[src/rtl/uart_tx_buffered.sv]
// Buffered 8N1 UART transmitter: a byte FIFO feeding an LSB-first serialiser.
// Frames are sent back-to-back while the FIFO holds data.
`timescale 1ns/1ps
module uart_tx_buffered #(
  parameter int CLKS_PER_BIT = 868,
  parameter int FIFO_DEPTH   = 16
) (
  input  logic                          input_clk,
  input  logic                          reset,
  input  logic                          wr_en,
  input  logic [7:0]                    wr_data,
  output logic                          full,
  output logic                          empty,
  output logic [$clog2(FIFO_DEPTH):0]   fifo_count,
  output logic                          overflow,
  output logic                          busy,
  output logic                          Tx
);

  localparam int PW = $clog2(FIFO_DEPTH);
  localparam int CW = PW + 1;
  localparam int BW = $clog2(CLKS_PER_BIT);

  typedef enum logic [1:0] {
    IDLE  = 2'd0,
    START = 2'd1,
    DATA  = 2'd2,
    STOP  = 2'd3
  } state_t;

  logic [7:0]    r_mem [FIFO_DEPTH];
  logic [PW-1:0] r_wr_ptr;
  logic [PW-1:0] r_rd_ptr;
  logic [CW-1:0] r_count;
  logic          r_full;
  logic          r_empty;
  logic          r_overflow;

  state_t        r_state;
  logic [BW-1:0] r_baud;
  logic [2:0]    r_bit_idx;
  logic [7:0]    r_shift;
  logic          r_tx;
  logic          r_busy;

  logic          w_push;
  logic          w_pop;
  logic          w_baud_done;
  logic [7:0]    w_head;
  logic [CW-1:0] w_count_next;

  assign w_push      = wr_en && !r_full;
  assign w_baud_done = (r_baud == BW'(CLKS_PER_BIT - 1));
  // A pop only happens on the edge that enters START, from IDLE or at the end of STOP.
  assign w_pop       = !r_empty &&
                       ((r_state == IDLE) || ((r_state == STOP) && w_baud_done));
  assign w_head      = r_mem[r_rd_ptr];

  always_comb begin
    w_count_next = r_count + CW'(w_push) - CW'(w_pop);
  end

  // Storage has no reset: after reset the pointers make old contents unreachable.
  always_ff @(posedge input_clk) begin
    if (w_push) begin
      r_mem[r_wr_ptr] <= wr_data;
    end
  end

  always_ff @(posedge input_clk) begin
    if (reset) begin
      r_wr_ptr   <= '0;
      r_rd_ptr   <= '0;
      r_count    <= '0;
      r_full     <= 1'b0;
      r_empty    <= 1'b1;
      r_overflow <= 1'b0;
    end else begin
      if (w_push) begin
        r_wr_ptr <= r_wr_ptr + 1'b1;
      end
      if (w_pop) begin
        r_rd_ptr <= r_rd_ptr + 1'b1;
      end
      r_count    <= w_count_next;
      r_full     <= (w_count_next == CW'(FIFO_DEPTH));
      r_empty    <= (w_count_next == '0);
      r_overflow <= wr_en && r_full;
    end
  end

  always_ff @(posedge input_clk) begin
    if (reset) begin
      r_state   <= IDLE;
      r_baud    <= '0;
      r_bit_idx <= '0;
      r_shift   <= '0;
      r_tx      <= 1'b1;
      r_busy    <= 1'b0;
    end else begin
      case (r_state)
        IDLE: begin
          r_baud <= '0;
          if (w_pop) begin
            r_shift <= w_head;
            r_state <= START;
            r_tx    <= 1'b0;
            r_busy  <= 1'b1;
          end
        end
        START: begin
          if (w_baud_done) begin
            r_baud    <= '0;
            r_bit_idx <= '0;
            r_state   <= DATA;
            r_tx      <= r_shift[0];
          end else begin
            r_baud <= r_baud + 1'b1;
          end
        end
        DATA: begin
          if (w_baud_done) begin
            r_baud  <= '0;
            r_shift <= r_shift >> 1;
            if (r_bit_idx == 3'd7) begin
              r_state <= STOP;
              r_tx    <= 1'b1;
            end else begin
              r_bit_idx <= r_bit_idx + 1'b1;
              r_tx      <= r_shift[1];
            end
          end else begin
            r_baud <= r_baud + 1'b1;
          end
        end
        STOP: begin
          if (w_baud_done) begin
            r_baud <= '0;
            if (w_pop) begin
              r_shift <= w_head;
              r_state <= START;
              r_tx    <= 1'b0;
            end else begin
              r_state <= IDLE;
              r_busy  <= 1'b0;
            end
          end else begin
            r_baud <= r_baud + 1'b1;
          end
        end
        default: begin
          r_state <= IDLE;
          r_tx    <= 1'b1;
          r_busy  <= 1'b0;
        end
      endcase
    end
  end

  assign full       = r_full;
  assign empty      = r_empty;
  assign fifo_count = r_count;
  assign overflow   = r_overflow;
  assign busy       = r_busy;
  assign Tx         = r_tx;

endmodule

[config.mk]
export PLATFORM = sky130hd
export DESIGN_NAME = uart_tx_buffered
export DESIGN_NICKNAME = d
export VERILOG_FILES = /design/src/rtl/uart_tx_buffered.sv
export SDC_FILE = /design/constraint.sdc
export NUM_CORES = 1
export LEC_CHECK = 0
export ABC_AREA = 1
export ABC_CLOCK_PERIOD_IN_PS = 7400
export CORE_MARGIN = 2
export CORE_UTILIZATION = 35
export CTS_CLUSTER_DIAMETER = 120
export DETAILED_ROUTE_END_ITERATION = 12
export GPL_ROUTABILITY_DRIVEN = 0
export PLACE_DENSITY = 0.53
export SYNTH_ARGS = -nofsm -noshare
export SYNTH_HDL_FRONTEND = slang
export SYNTH_SLANG_ARGS = --single-unit
[constraint.sdc]
create_clock -name input_clk -period 7.4 [get_ports input_clk]
set_input_delay 1.11 -clock input_clk [delete_from_list [all_inputs] [get_ports input_clk]]
set_output_delay 1.11 -clock input_clk [all_outputs]
set_load 0.01 [all_outputs]
[Yosys cells after proc, flatten, opt, wreduce, memory -nomap -nowiden]
Memories as Yosys holds them, arrays and structs flattened. A register that Yosys moved wholly into a read port is not among the register bits.
Cells that the tools add are included.
Storage, ports and cells
  memories: 1
  word-level logic and storage cells: 81
  output and inout port bits: 10
  memory bits (writable): 128
  bits in latches: 0
  bits in registers: 41
  bits of input ports: 11
  bits in read-only memories: 0
Memory list
  r_mem: words 16, width 8, rd ports 1, clocked after Yosys merged registers in 1, write ports 1, line 31  | logic [7:0] r_mem [FIFO_DEPTH];
Operators by class
  divide/modulo/power cells: 0
  $add $sub $neg: 6
  shift-type cells: 0
  reductions and logical operators: 18
  multipliers: 0
  order comparisons: 0
  bitwise logic cells: 0
  muxes and demuxes: 31
  equality and inequality tests: 13
Operators by type and width (count)
  two-way mux 8 bit: 3
  case mux 8 bit (3 select lines): 1
  case mux 10 bit (2 select lines): 1
  != test 2 bit, second input constant: 7
  two-way mux 1 bit: 11
  adder 10 x 1 -> 10 bit, second input constant: 1
  equality test 10 bit, second input constant: 1
  two-way mux 10 bit: 1
  two-way mux 2 bit: 5
  two-way mux 3 bit: 3
  adder 4 x 1 -> 4 bit, second input constant: 2
  two-way mux 4 bit: 2
  case mux 2 bit (4 select lines): 1
  AND reduction 4 bit: 2
  case mux 3 bit (2 select lines): 1
  AND reduction 3 bit: 2
  adder 5 x 1 -> 5 bit: 1
  equality test 5 bit, second input constant: 1
  zero test 5 bit: 1
  AND reduction 5 bit: 1
  subtractor 5 x 1 -> 5 bit: 1
  equality test 2 bit, second input constant: 2
  logical AND 1 bit: 4
  case mux 1 bit (4 select lines): 1
  other kinds (10): 12

[Longest topological paths before layout]
Gate-level depths: netlist of the first run.
  depth in word-level cells: 7
  depth in mapped cells: 17
  depth with buffers taken out: 17

[Worst setup path after synthesis of the first run]
No wires, ideal clock.
  kind: input port to flip-flop
  start: input wr_en
  end: register r_empty, in the netlist empty
  buffers on the path: 0
  arrival time: 2.820 ns
  setup time: 0.070 ns
  slack: 4.510 ns
  cell stages on the path: 13
  required time: 7.330 ns
  path through: inv_1 nor2_2 inv_1 ha_1 inv_1 ha_1 fa_1 nand2_1 nand2_1 a21oi_1 xnor2_1 nor2_1 a21oi_1
On the way
  longest elaborated chain between the ends: 4
RTL lines
  from (decl): line 10  | input logic wr_en,
  logical AND 1 bit: line 52  | assign w_push = wr_en && !r_full;
  adder 5 x 1 -> 5 bit: line 60  | w_count_next = r_count + CW'(w_push) - CW'(w_pop);
  subtractor 5 x 1 -> 5 bit: line 60
  zero test 5 bit: line 87  | r_empty <= (w_count_next == '0);
  to (signal assigned): line 87
  to (decl): line 36  | logic r_empty;
Every way passes these cells.
A chain may end at the register's enable or synchronous reset.

[Final worst setup path of the first run]
Same ends and word-level chain as after synthesis.

==> impl_metrics.env, run 1 <==
export IMPL_outcome="finished, final reports clean"
export IMPL_post_route_period_util=0.435
export IMPL_fin_skew_ns=0.00902
export IMPL_post_cts_buffers=0
export IMPL_drt_vias_per_instance=4.88
export IMPL_cellLeakagePower_uw=0.00301
export IMPL_cp_cell_sequence="clkdlybuf4s50_1 > inv_1 > nor2_2 > inv_1 > ha_1 > inv_1 > ha_1 > fa_1 > nand2_1 > nand2_1 > a21oi_1 > xnor2_1 > nor2_1 > a21oi_1"
export IMPL_cts_made_buffers=17
export IMPL_drt_initial_drc_count=402
export IMPL_finalHoldViolCount=0
export IMPL_finalSetupTns_ns=0
export IMPL_dr_pass1_iters=5
export IMPL_hold_buffers=0
export IMPL_clock_sinks=173
export IMPL_cts_resized_gates=0
export IMPL_slew_headroom=0.368
export IMPL_r2r_start="r_state[0]"
export IMPL_rrSetupSlack_ns=4.44
export IMPL_slowest_delay_ns=0.47
export IMPL_finalMaxSlewViolations=0
export IMPL_clkLatencyLatePin_ns=0.43
export IMPL_rsz0062_at_grt="no"
export IMPL_yosysWarnings=0
export IMPL_fp_row_count=52
export IMPL_crit_start="wr_en"
export IMPL_syn_area_um2=7340
export IMPL_syn2layout_area_growth_pct=13.9
export IMPL_avgRoutedWirePerCell_um=16.3
export IMPL_cp_start_kind="primary input"
export IMPL_fin_nets=745
export IMPL_grt_max_degree=80
export IMPL_die_area_um2=22100
export IMPL_n_antenna_cell=0
export IMPL_tightestPinTransition_ns=0.945
export IMPL_syn_nets=734
export IMPL_worstHoldStart="r_baud[0]"
export IMPL_seq_area_frac_synth=0.646
export IMPL_synth_seq_cells=173
export IMPL_crit_type="in2reg"
export IMPL_finalCriticalPeriod_ns=3.22
export IMPL_core_um2=20400
export IMPL_grt_overflow_total=0
export IMPL_fmaxAchievable_mhz=310
export IMPL_wirelength_um=16200
export IMPL_p_per_area_nw_per_um2=348
export IMPL_avgSynthCellArea_um2=10.4
export IMPL_cts_tree="yes"
export IMPL_worstSetupEndpointType="flop"
export IMPL_io_pins=21
export IMPL_whs_ns=0.455
export IMPL_ant_nets=0
export IMPL_required_ns=7.76
export IMPL_start_util=0.359
export IMPL_fillCellCount=1974
export IMPL_portBuffers=20
export IMPL_path_common_cell="inv_1"
export IMPL_root_buffer="clkbuf_16"
export IMPL_arrival_ns=3.58
export IMPL_grt_use_total=0.154
export IMPL_ctsLongestPathBuffers=2
export IMPL_die_x_um=149
export IMPL_drive_above_1_share=0.0632
export IMPL_antenna_found_initial=0
export IMPL_grt_pass1_vias=4762
export IMPL_cts_htree_levels=4
export IMPL_drc=0
export IMPL_critPathSlowestCell="clkdlybuf4s50_1"
export IMPL_netlist_instances=704
export IMPL_path_clk_slew_ns=0.06
export IMPL_critPathMaxFanout=5
export IMPL_grt_pass1_wl_um=25800
export IMPL_synth_distinct_cells=36
export IMPL_cap_violations=0
export IMPL_regArea_um2=4750
export IMPL_die_y_um=149
export IMPL_peakVddDrop_mv=0.162
export IMPL_multi_input_area_um2=2240
export IMPL_hp_class="reg2reg"
export IMPL_setup_viol=0
export IMPL_dpl_hpwl_um=10300
export IMPL_num_vias=4868
-- metrics by stage --
stage          setup WS, ns  cell area, um2  instances  power, uW   util
2_1_floorplan          4.51            7340        704       1800      -
3_3_place_gp           3.79            7750        966       1990  0.379
3_5_place_dp           3.73            7750        966       2010  0.379
4_1_cts                4.17            8360        998       2940  0.409
5_1_grt                3.90            8360        998       3090  0.409
6_report               4.18            8360        998       2910  0.409
-- sequential cells by signal, summed over array words and instances, names as in the netlist, named ones only --
register,flops
r_baud,10
busy,1
r_wr_ptr,4
r_mem,128
r_shift,8
overflow,1
full,1
fifo_count,5
r_state,2
r_rd_ptr,4
Tx,1
r_bit_idx,3
empty,1
-- placed cells by master (no fill, tap or decap), types with 3 or more instances in the layout --
master	count
nor2_1	136
edfxtp_1	128
nand2_1	93
nand3_1	64
inv_1	55
o21ai_0	55
dfxtp_1	44
a21oi_1	24
clkdlybuf4s50_1	20
ha_1	18
clkbuf_16	17
o211ai_1	16
bufinv_16	4
inv_2	3
nor2_4	3
nand2_4	3
xnor2_1	3
nor3_1	3
xor2_1	3
clkinv_1	3
clkinvlp_4	3
-- final cells by class --
type / count / area share
clock buffers: 19 / 0.0518
well taps: 270 / 0.0404
inverters: 58 / 0.0260
flip-flops and latches: 173 / 0.568
multi-input cells: 443 / 0.268
clock inverters: 13 / 0.0207
repair buffers: 22 / 0.0257
-- cells in the mapped netlist --
master	number	area, um2
o21a_1	1	7.51
o211a_1	1	10.0
nand3_4	1	17.5
o21bai_1	1	7.51
clkbuf_1	14	52.6
nand2_4	3	33.8
xnor2_1	3	26.3
dfxtp_1	45	901
nand2_1	93	349
xor2_1	3	26.3
nor2_2	2	12.5
nor4_1	1	6.26
nor3_1	3	15.0
ha_1	18	225
a211oi_1	2	15.0
nand3_1	64	320
o21ai_1	1	5.00
inv_1	55	206
a21oi_1	24	120
buf_4	1	7.51
nor2_4	3	33.8
fa_1	1	20.0
o21ai_0	55	275
nand2_2	2	12.5
edfxtp_1	128	3840
a21oi_2	2	17.5
buf_6	1	11.3
a31oi_1	1	6.26
buf_2	14	70.1
a2111oi_0	1	8.76
inv_2	3	11.3
or2_1	1	6.26
nand4_1	2	12.5
nor2_1	136	510
nor3b_1	2	15.0
o211ai_1	16	120
-- worst max-delay path, delay by kind of cell --
family	cells	cell delay (ns)
compound gates	2	0.30
xor+xnor	1	0.16
fa+ha+maj	3	0.93
buf+inv	4	0.69
simple gates	4	0.39
-- per-layer routing --
metal | vias up | wire [um] | GRT usage
met5 | - | 0 | 0
met1 | 2362 | 7280 | 0.198
met3 | 18 | 501 | 0.0327
met4 | 0 | 298 | 0.0581
li1 | 2418 | - | -
met2 | 70 | 8170 | 0.256
-- worst paths after layout --
| check | to | depth (start not counted) |
|---|---|---|
| min | r_baud[0] | 1 |
| max reg2reg | empty | 16 |
| max | empty | 14 |
| min reg2reg | r_baud[0] | 1 |
-- logic make-up after synthesis --
kind of cell | after synthesis | share of synthesized area
buffers and inverters | 88 | 0.0489
adder cells (fa/ha/maj) | 19 | 0.0334
XOR/XNOR | 6 | 0.00716
flip-flops | 173 | 0.646
AO/OA/AOI/OAI | 105 | 0.0808
AND/OR/NAND/NOR | 313 | 0.183
-- power breakdown --
part           switching, uW  total [uW]  internal [uW]  leakage (uW)
Clock                    361         921            560      0.000282
Combinational            527         805            278       0.00120
Sequential              54.7        1180           1130       0.00152
Total                    942        2910           1970       0.00301
Power figures use the tool's default switching activity.
==> run 2, diff against run 1 <==
ABC_CLOCK_PERIOD_IN_PS = 2600   (was 7400)
PLACE_DENSITY = 0.55   (was 0.53)
clock period = 2.6 ns   (was 7.4 ns; I/O delays follow)
==> impl_metrics.env, run 2 (synthesis results as in run 1) <==
export IMPL_outcome="finished, final reports clean"
export IMPL_grt_busiest_layer="met2"
export IMPL_pre_cts_slack_ns=-0.135
export IMPL_post_cts_buffers=0
export IMPL_die_area_um2=22100
export IMPL_tightestPinTransition_ns=0.739
export IMPL_finalHoldViolCount=0
export IMPL_largest_reg_flops=128
export IMPL_drt_vias_per_instance=4.76
export IMPL_root_buffer="clkbuf_16"
export IMPL_p_per_area_nw_per_um2=976
export IMPL_io_pins=21
export IMPL_start_util=0.359
export IMPL_critPathMaxFanout=4
export IMPL_required_ns=2.95
export IMPL_top_regs="r_mem: 128 flops, r_baud: 10 flops, r_shift: 8 flops"
export IMPL_fin_skew_ns=0.00960
export IMPL_grt_pass1_wl_um=25700
export IMPL_mostFrequentLayoutCell="nor2_1"
export IMPL_avgRoutedWirePerCell_um=15.7
export IMPL_drc=0
export IMPL_dpl_hpwl_um=10100
export IMPL_grt_use_met2=0.259
export IMPL_clkLatencyLatePin_ns=0.43
export IMPL_worstSetupEndpointType="flop"
export IMPL_grt_pass1_vias=4887
export IMPL_ant_nets=0
export IMPL_crit_type="reg2reg"
export IMPL_die_x_um=149
export IMPL_grt_use_met3=0.0281
export IMPL_path_clk_slew_ns=0.06
export IMPL_rrSetupSlack_ns=0.18
export IMPL_hold_buffers=0
export IMPL_power_uw=8440
export IMPL_most_common_layout_cells="nor2_1 (136), edfxtp_1 (128), nand2_1 (93), nand3_1 (64), o21ai_0 (55)"
export IMPL_wirelength_um=16100
export IMPL_whs_ns=0.450
export IMPL_cts_tree="yes"
export IMPL_cap_violations=0
export IMPL_portBuffers=20
export IMPL_cts_made_buffers=17
export IMPL_grt_overflow_total=0
export IMPL_arrival_ns=2.77
export IMPL_finalCriticalPeriod_ns=2.42
export IMPL_die_y_um=149
export IMPL_met1_usage=0.197
export IMPL_fp_row_count=52
export IMPL_finalMaxSlewViolations=0
export IMPL_utilization=0.423
export IMPL_finalSetupTns_ns=0
export IMPL_fin_ws_ns=0.181
export IMPL_n_antenna_cell=0
export IMPL_cp_start_kind="flop"
export IMPL_fmaxAchievable_mhz=413
export IMPL_setup_viol=0
export IMPL_syn2layout_area_growth_pct=17.8
export IMPL_top_register="r_mem"
export IMPL_clock_sinks=173
export IMPL_cts_htree_levels=4
export IMPL_drive_above_1_share=0.124
export IMPL_hp_class="reg2reg"
export IMPL_slew_headroom=0.506
export IMPL_antenna_found_initial=0
export IMPL_grt_max_degree=79
export IMPL_drt_initial_drc_count=343
export IMPL_ctsLongestPathBuffers=2
export IMPL_num_vias=4898
export IMPL_post_route_period_util=0.930
export IMPL_core_um2=20400
export IMPL_peakVddDrop_mv=0.442
export IMPL_cellLeakagePower_uw=0.00317
export IMPL_grt_use_total=0.154
export IMPL_dr_pass1_iters=5
export IMPL_fin_nets=775
[run 2: worst paths after layout]
kind | start | end | depth (start not counted)
setup / recovery | r_state[0] | empty | 16
hold / removal | r_baud[0] | r_baud[0] | 1
hold reg to reg | r_baud[0] | r_baud[0] | 1
setup reg to reg | r_state[0] | empty | 16
[run 2: timing repair]
item                                    4_1_cts  5_1_grt
endpoints found under the setup margin        2        4
pin swaps                                     0        3
gates resized for setup                       2       16
[run 2: routing by layer]
layer,vias up,part of all wire,wire length (um)
met3,21,0.029,462
met4,0,0.021,335
met5,-,0,0
li1,2477,-,-
met2,85,0.49,7970
met1,2315,0.46,7340
[run 2: through the flow]
| step | instances | area [um2] |
|---|---|---|
| 6_report | 1028 | 8650 |
| 5_1_grt | 1028 | 8650 |
| 4_1_cts | 1028 | 8600 |
| 3_5_place_dp | 996 | 8000 |
| 3_3_place_gp | 996 | 8000 |
| 2_1_floorplan | 704 | 7340 |
[run 2: where the power goes]
part / internal, uW / total [uW] / switching [uW]
combinational: 973 / 2580 / 1600
sequential: 3210 / 3350 / 141
clock: 1440 / 2510 / 1080
[run 2: layout make-up]
cell class	count	area, um2
fillers	1955	11800
flip-flops and latches	173	4750
multi-input cells	443	2290
repair buffers	52	465
clock buffers	18	429
well taps	270	338
inverters	58	218
clock inverters	14	159
[run 2: worst max-delay path, stage by stage, from the launching register on]
cell and delay, ns:
dfxtp_1 0.32, buf_4 0.15, ha_2 0.19, inv_2 0.06, a21oi_2 0.06, nand2_4 0.07
inv_1 0.05, ha_1 0.27, inv_1 0.04, ha_2 0.17, fa_2 0.34, nand2_1 0.08
nand2_1 0.06, a21oi_2 0.13, xnor2_1 0.17, nor2_1 0.08, a21oi_1 0.13
==> run 3, diff against run 2 <==
CAP_MARGIN = 20   (was default)
==> results of run 3 <==
No change in the layout: final DEF, timing and power equal those of run 2.
